<file path="config.mk">
export PLATFORM = sky130hd
export DESIGN_NAME = maxpool1d_window_sequencer
export DESIGN_NICKNAME = d
export VERILOG_FILES = /design/src/rtl/maxpool_pkg.sv /design/src/rtl/maxpool_window_buf.sv /design/src/rtl/maxpool1d_window_sequencer.sv
export SDC_FILE = /design/constraint.sdc
export NUM_CORES = 1
export LEC_CHECK = 0
export CAP_MARGIN = 20
export CORE_ASPECT_RATIO = 1.4
export CORE_MARGIN = 2
export CORE_UTILIZATION = 50
export CTS_BUF_LIST = sky130_fd_sc_hd__clkbuf_4
export CTS_CLUSTER_DIAMETER = 40
export DETAILED_ROUTE_END_ITERATION = 8
export GPL_TIMING_DRIVEN = 1
export MAX_ROUTING_LAYER = met4
export PLACE_DENSITY_LB_ADDON = 0.05
export REMOVE_ABC_BUFFERS = 1
export SLEW_MARGIN = 40
export SYNTH_ARGS = -nofsm -noshare
export SYNTH_HDL_FRONTEND = slang
export SYNTH_SLANG_ARGS = --single-unit
</file>
<file path="constraint.sdc">
create_clock -name clk -period 4.6 [get_ports clk]
set_input_delay 0.92 -clock clk [delete_from_list [all_inputs] [get_ports clk]]
set_output_delay 0.92 -clock clk [all_outputs]
set_load 0.1 [all_outputs]
</file>
<file path="src/rtl/maxpool_pkg.sv">
// rtl/maxpool_pkg.sv - shared constants, FSM encodings and signed max for the 1D max-pool sequencer
package maxpool_pkg;

    localparam int DEF_DATA_W = 32;
    localparam int DEF_MAX_K  = 16;
    localparam int DEF_LEN_W  = 16;

    localparam logic [2:0] ST_IDLE   = 3'd0;
    localparam logic [2:0] ST_FILL   = 3'd1;
    localparam logic [2:0] ST_REDUCE = 3'd2;
    localparam logic [2:0] ST_EMIT   = 3'd3;
    localparam logic [2:0] ST_DONE   = 3'd4;

    // Two's complement maximum; ties keep the first operand.
    function automatic logic [DEF_DATA_W-1:0] smax(
        input logic [DEF_DATA_W-1:0] a,
        input logic [DEF_DATA_W-1:0] b
    );
        return ($signed(a) >= $signed(b)) ? a : b;
    endfunction

endpackage

</file>
<file path="src/rtl/maxpool_window_buf.sv">
// rtl/maxpool_window_buf.sv - circular MAX_K-deep sample buffer, read addressed relative to the write pointer
module maxpool_window_buf #(
    parameter int  DATA_W = 32,
    parameter int  MAX_K  = 16,
    localparam int AW     = (MAX_K > 1) ? $clog2(MAX_K) : 1,
    localparam int BW     = $clog2(MAX_K) + 1
) (
    input  logic              clk,
    input  logic              rst,
    input  logic              clr,
    input  logic              wr_en,
    input  logic [DATA_W-1:0] wr_data,
    input  logic [BW-1:0]     rd_back,
    output logic [DATA_W-1:0] rd_data
);

    logic [DATA_W-1:0] mem_q [MAX_K];
    logic [AW-1:0]     wp_q;
    logic [AW-1:0]     wp_d;
    logic [BW-1:0]     wp_ext;
    logic [AW-1:0]     rd_addr;

    always_comb begin
        wp_d = wp_q;
        if (clr) begin
            wp_d = '0;
        end else if (wr_en) begin
            wp_d = (wp_q == AW'(MAX_K - 1)) ? '0 : wp_q + AW'(1);
        end
    end

    always_ff @(posedge clk) begin
        if (rst) begin
            wp_q <= '0;
        end else begin
            wp_q <= wp_d;
        end
    end

    always_ff @(posedge clk) begin
        if (wr_en) begin
            mem_q[wp_q] <= wr_data;
        end
    end

    // rd_back=1 addresses the most recent write; explicit wrap keeps non power-of-two depths correct.
    assign wp_ext  = {{(BW-AW){1'b0}}, wp_q};
    assign rd_addr = (wp_ext >= rd_back) ? AW'(wp_ext - rd_back)
                                         : AW'(wp_ext + BW'(MAX_K) - rd_back);
    assign rd_data = mem_q[rd_addr];

endmodule

</file>
<file path="src/rtl/maxpool1d_window_sequencer.sv">
// rtl/maxpool1d_window_sequencer.sv - streaming 1D max-pool controller: fill window, serial reduce, emit
module maxpool1d_window_sequencer
    import maxpool_pkg::*;
#(
    parameter int  DATA_W = DEF_DATA_W,
    parameter int  MAX_K  = DEF_MAX_K,
    parameter int  LEN_W  = DEF_LEN_W,
    localparam int KW     = $clog2(MAX_K) + 1
) (
    input  logic              clk,
    input  logic              rst,
    input  logic              start,
    input  logic [LEN_W-1:0]  cfg_len,
    input  logic [KW-1:0]     cfg_kernel,
    input  logic [KW-1:0]     cfg_stride,
    output logic              busy,
    output logic              done,
    output logic              cfg_err,
    input  logic              in_valid,
    output logic              in_ready,
    input  logic [DATA_W-1:0] in_data,
    output logic              out_valid,
    input  logic              out_ready,
    output logic [DATA_W-1:0] out_data,
    output logic              out_last
);

    logic [2:0]        state_q,    state_d;
    logic [LEN_W-1:0]  len_q,      len_d;
    logic [KW-1:0]     k_q,        k_d;
    logic [KW-1:0]     s_q,        s_d;
    logic [LEN_W-1:0]  idx_q,      idx_d;
    logic [LEN_W:0]    next_end_q, next_end_d;
    logic [KW-1:0]     cnt_q,      cnt_d;
    logic [DATA_W-1:0] acc_q,      acc_d;
    logic              cfg_err_q,  cfg_err_d;

    logic              buf_clr;
    logic              buf_wr;
    logic [KW-1:0]     rd_back;
    logic [DATA_W-1:0] rd_data;

    logic              cfg_legal;
    logic [LEN_W:0]    idx_ext;
    logic [LEN_W:0]    len_ext;
    logic [LEN_W:0]    s_ext;
    logic              window_hit;
    logic              input_end;
    logic              last_window;

    assign cfg_legal = (cfg_kernel != '0)
                    && (cfg_kernel <= KW'(MAX_K))
                    && (cfg_stride != '0)
                    && ({{(LEN_W-KW){1'b0}}, cfg_kernel} <= cfg_len);

    // Index arithmetic carries one extra bit so next_end can run past L without wrapping.
    assign idx_ext     = {1'b0, idx_q};
    assign len_ext     = {1'b0, len_q};
    assign s_ext       = {{(LEN_W+1-KW){1'b0}}, s_q};
    assign window_hit  = (idx_ext == next_end_q);
    assign input_end   = ((idx_ext + (LEN_W+1)'(1)) == len_ext);
    assign last_window = ((next_end_q + s_ext) >= len_ext);

    // Cycle j of the reduce reads the window's j-th oldest sample.
    assign rd_back = k_q - cnt_q;

    maxpool_window_buf #(
        .DATA_W (DATA_W),
        .MAX_K  (MAX_K)
    ) u_buf (
        .clk     (clk),
        .rst     (rst),
        .clr     (buf_clr),
        .wr_en   (buf_wr),
        .wr_data (in_data),
        .rd_back (rd_back),
        .rd_data (rd_data)
    );

    always_comb begin
        state_d    = state_q;
        len_d      = len_q;
        k_d        = k_q;
        s_d        = s_q;
        idx_d      = idx_q;
        next_end_d = next_end_q;
        cnt_d      = cnt_q;
        acc_d      = acc_q;
        cfg_err_d  = 1'b0;
        buf_clr    = 1'b0;
        buf_wr     = 1'b0;

        case (state_q)
            ST_IDLE: begin
                if (start) begin
                    if (cfg_legal) begin
                        len_d      = cfg_len;
                        k_d        = cfg_kernel;
                        s_d        = cfg_stride;
                        idx_d      = '0;
                        cnt_d      = '0;
                        next_end_d = {{(LEN_W+1-KW){1'b0}}, cfg_kernel} - (LEN_W+1)'(1);
                        buf_clr    = 1'b1;
                        state_d    = ST_FILL;
                    end else begin
                        cfg_err_d = 1'b1;
                    end
                end
            end

            ST_FILL: begin
                if (in_valid) begin
                    buf_wr = 1'b1;
                    idx_d  = idx_q + LEN_W'(1);
                    if (window_hit) begin
                        cnt_d   = '0;
                        state_d = ST_REDUCE;
                    end else if (input_end) begin
                        state_d = ST_DONE;
                    end
                end
            end

            ST_REDUCE: begin
                acc_d = (cnt_q == '0) ? rd_data : smax(acc_q, rd_data);
                if (cnt_q == k_q - KW'(1)) begin
                    cnt_d   = '0;
                    state_d = ST_EMIT;
                end else begin
                    cnt_d = cnt_q + KW'(1);
                end
            end

            ST_EMIT: begin
                if (out_ready) begin
                    next_end_d = next_end_q + s_ext;
                    if (last_window && (idx_q == len_q)) begin
                        state_d = ST_DONE;
                    end else begin
                        state_d = ST_FILL;
                    end
                end
            end

            ST_DONE: begin
                state_d = ST_IDLE;
            end

            default: begin
                state_d = ST_IDLE;
            end
        endcase
    end

    always_ff @(posedge clk) begin
        if (rst) begin
            state_q    <= ST_IDLE;
            len_q      <= '0;
            k_q        <= '0;
            s_q        <= '0;
            idx_q      <= '0;
            next_end_q <= '0;
            cnt_q      <= '0;
            acc_q      <= '0;
            cfg_err_q  <= 1'b0;
        end else begin
            state_q    <= state_d;
            len_q      <= len_d;
            k_q        <= k_d;
            s_q        <= s_d;
            idx_q      <= idx_d;
            next_end_q <= next_end_d;
            cnt_q      <= cnt_d;
            acc_q      <= acc_d;
            cfg_err_q  <= cfg_err_d;
        end
    end

    assign busy      = (state_q == ST_FILL) || (state_q == ST_REDUCE) || (state_q == ST_EMIT);
    assign done      = (state_q == ST_DONE);
    assign cfg_err   = cfg_err_q;
    assign in_ready  = (state_q == ST_FILL);
    assign out_valid = (state_q == ST_EMIT);
    assign out_data  = acc_q;
    assign out_last  = out_valid && last_window;

endmodule

</file>
==> flow_metrics.py <==
metrics = {
    "floorplanning": {
        "coreArea_sq_mm": 0.0531,
        "rows": 100,
        "io_pins": 101,
        "die_x_microns": 199,
        "dieArea_sq_mm": 0.0553,
        "initial_core_util_pct": 50.3,
        "chipHeight_microns": 277,
    },
    "timing": {
        "fmax_ghz": 0.196,
        "layout_setup_ws_ps": -502,
        "maxSlewHeadroom_pct": 44.0,
        "worst_pin_slew_ps": 841,
        "timing_max_transition_violations_final": 0,
        "setup_viol": 33,
        "skew_ps": 37.9,
        "rsz0062_at_grt": "yes",
        "fin_crit_ps": 5100,
        "whs_ps": 477,
        "period_share_pct": 111,
        "hold_violations": 0,
    },
    "layout": {
        "finalCoreUtilization_pct": 62.1,
        "n_fill_cell": 4147,
        "area_delta_synth_final_pct": 23.3,
        "fin_nets": 2323,
        "seq_area_sq_mm": 0.0175,
        "drive_above_1_share_pct": 32.4,
        "multi_input_area_sq_mm": 0.00925,
    },
    "detailed_routing": {
        "wl_per_cell_microns": 24.0,
        "routed_wl_microns": 72400,
        "drc_errors": 0,
        "drt_iter0_drc": 1008,
        "dr_total_vias": 17300,
        "ant_nets": 0,
        "firstDrtPassIters": 5,
        "vias_per_cell": 5.72,
    },
    "status": {
        "outcome": "finished, violations left",
        "violations": "setup timing",
    },
    "synthesis": {
        "yosys_warnings": 0,
        "netlist_instances": 1818,
        "syn_area_sq_mm": 0.0267,
        "synthDistinctLibCells": 73,
        "yosysSeqAreaShare_pct": 65.4,
        "ys_ff_latch": 616,
        "synth-async-reset-ratio_pct": 0,
        "synth-edff-count": 512,
        "syn_area_per_cell_sq_um": 14.7,
        "synthFlopType": "edfxtp_1",
    },
    "critical_path": {
        "crit_type": "reg2out",
        "start_kind": "flop",
        "slowest_stage": "fa_2",
        "crit_required_ps": 3680,
        "cp_slowest_stage_delay_ps": 420,
        "cp-end-kind": "output port",
        "worstPathMaxFanout": 5,
        "arrival_ps": 4180,
        "cp_common_cell": "nand4_1",
        "crit_chain": "buf_6 > fa_2 > a211oi_4 > o21bai_4 > nand4_1 > xnor2_2 > ha_1 > nand4_1 > nor4_2 > a311o_1 > a211oi_2 > buf_4 > nor2_4 > buf_12",
    },
    "clock_network": {
        "clkLatencyLatePin_ps": 950,
        "cts_sinks": 616,
        "cts-root-buf": "clkbuf_4",
        "clockBufferDepth": 3,
        "hold_buffers": 0,
        "cts_tree": "built",
        "cts_buffers": 151,
        "htree_num_levels": 4,
        "path_clk_slew_ps": 60,
    },
    "power_and_ir_drop": {
        "leakagePower_nw": 12.0,
        "power_density_mw_per_mm2": 482,
        "ir_drop_uv": 274,
    },
    "grt": {
        "grtUsageTotal_pct": 27.7,
        "grt_max_degree": 104,
        "antenna_found_initial": 4,
        "grt_pass1_wl_microns": 107000,
        "grt_pass1_vias": 17900,
        "grt_overflow": 0,
    },
    "flow_run": {
        "maxCapViolCount": 0,
    },
    "placement": {
        "port_buffers": 100,
        "hpwl_microns": 44300,
        "gp_congestion": 0.895,
    },
    "worst_hold_path": {
        "min_path_type": "in2reg",
    },
}
==> cells in the final DEF (no fill, tap or decap), types with 37 or more instances in the layout <==
cell,n
dfxtp_1,99
buf_12,37
nand3_1,55
clkdlybuf4s50_1,61
nor2_1,108
nand2_1,205
ha_1,62
edfxtp_1,512
a21oi_1,73
clkbuf_4,223
buf_4,161
inv_1,39
mux4_2,128
==> area by class of cell <==
class / count / share of cell area, %
sequential: 616 / 53.1
multi-input combinational: 1056 / 28.1
timing repair buffer: 316 / 9.49
clock buffer: 223 / 5.09
tap: 714 / 2.71
clock inverter: 47 / 1.04
inverter: 42 / 0.479
antenna: 4 / 0.0304
==> worst max-delay path, delay by kind of cell, from the launching register on <==
kind	cells	cell delay (ps)
AO/OA/AOI/OAI	4	1090
adder cells (fa/ha/maj)	2	740
AND/OR/NAND/NOR	4	490
buffers and inverters	3	480
flip-flops	1	370
XOR/XNOR	1	80
==> repair_timing <==
item                                    4_1_cts  5_1_grt
gates resized for setup                     111       46
hold endpoints to repair                      0        0
gates cloned                                 10        0
endpoints found under the setup margin       33       33
setup buffers                                24       10
pin swaps                                    40       32
==> state kept, by name (all words and copies together) (netlist names) <==
register / count
u_buf.mem_q: 512
out_data: 32
next_end_q: 17
idx_q: 16
len_q: 16
cnt_q: 5
k_q: 5
s_q: 5
u_buf.wp_q: 4
state_q: 3
cfg_err: 1
==> worst paths after layout <==
| path | startpoint | to | slack, ps | cells after the start |
|---|---|---|---|---|
| max | s_q[1]$_SDFFE_PP0P_ | out_last | -500 | 14 |
| min | rst | s_q[1]$_SDFFE_PP0P_ | 480 | 2 |
| max reg2reg | k_q[0]$_SDFFE_PP0P_ | out_data[31]$_SDFFE_PP0P_ | -490 | 26 |
| min reg2reg | s_q[3]$_SDFFE_PP0P_ | s_q[3]$_SDFFE_PP0P_ | 500 | 2 |
==> cells by family (layout without fill, tap and decap cells) <==
family          Yosys count  after routing  share of synthesized area (%)
buf+inv                 146            628                           2.39
xor+xnor                 71             71                           2.38
other cells               0              4                              0
compound gates          244            244                           5.76
simple gates            523            523                           9.14
mux                     141            141                           11.3
flops                   616            616                           65.4
fa+ha+maj                77             77                           3.69
==> stage by stage <==
stage	cells	setup TNS, ps	total power [mW]	area (sq um)	worst slack, ps
after floorplan	1714	-222610	8.90	26200	-4880
after global routing	3018	-20110	16.7	32900	-700
after detailed placement	2704	-21630	10.8	29800	-748
after global placement	2704	-21820	10.7	30000	-734
after CTS	3007	-12150	15.9	32700	-652
final	3018	-13720	15.9	32900	-502
==> power breakdown <==
group | total, mW | internal (mW) | switching, mW
Combinational | 4.94 | 2.33 | 2.61
Clock | 4.69 | 2.51 | 2.18
Sequential | 6.23 | 6.14 | 0.0960
==> per-layer routing <==
metal / wire length [microns] / track usage [%]
met1: 27800 / 31.7
met2: 38200 / 46.8
met3: 4070 / 6.30
met4: 2460 / 11.5
met5: 0 / -
==> cells in the mapped netlist (32+ instances only) <==
library cell / number / area (sq um)
a21oi_1: 76 / 380
buf_2: 33 / 165
clkbuf_1: 59 / 221
dfxtp_1: 104 / 2080
edfxtp_1: 512 / 15400
ha_1: 74 / 926
inv_1: 41 / 154
mux4_2: 128 / 2880
nand2_1: 212 / 796
nand3_1: 57 / 285
nand3b_1: 35 / 263
nor2_1: 123 / 462
o21ai_0: 61 / 305
o31ai_1: 38 / 285
xnor2_1: 38 / 333
xor2_1: 32 / 280
Power figures use the tool's default switching activity.
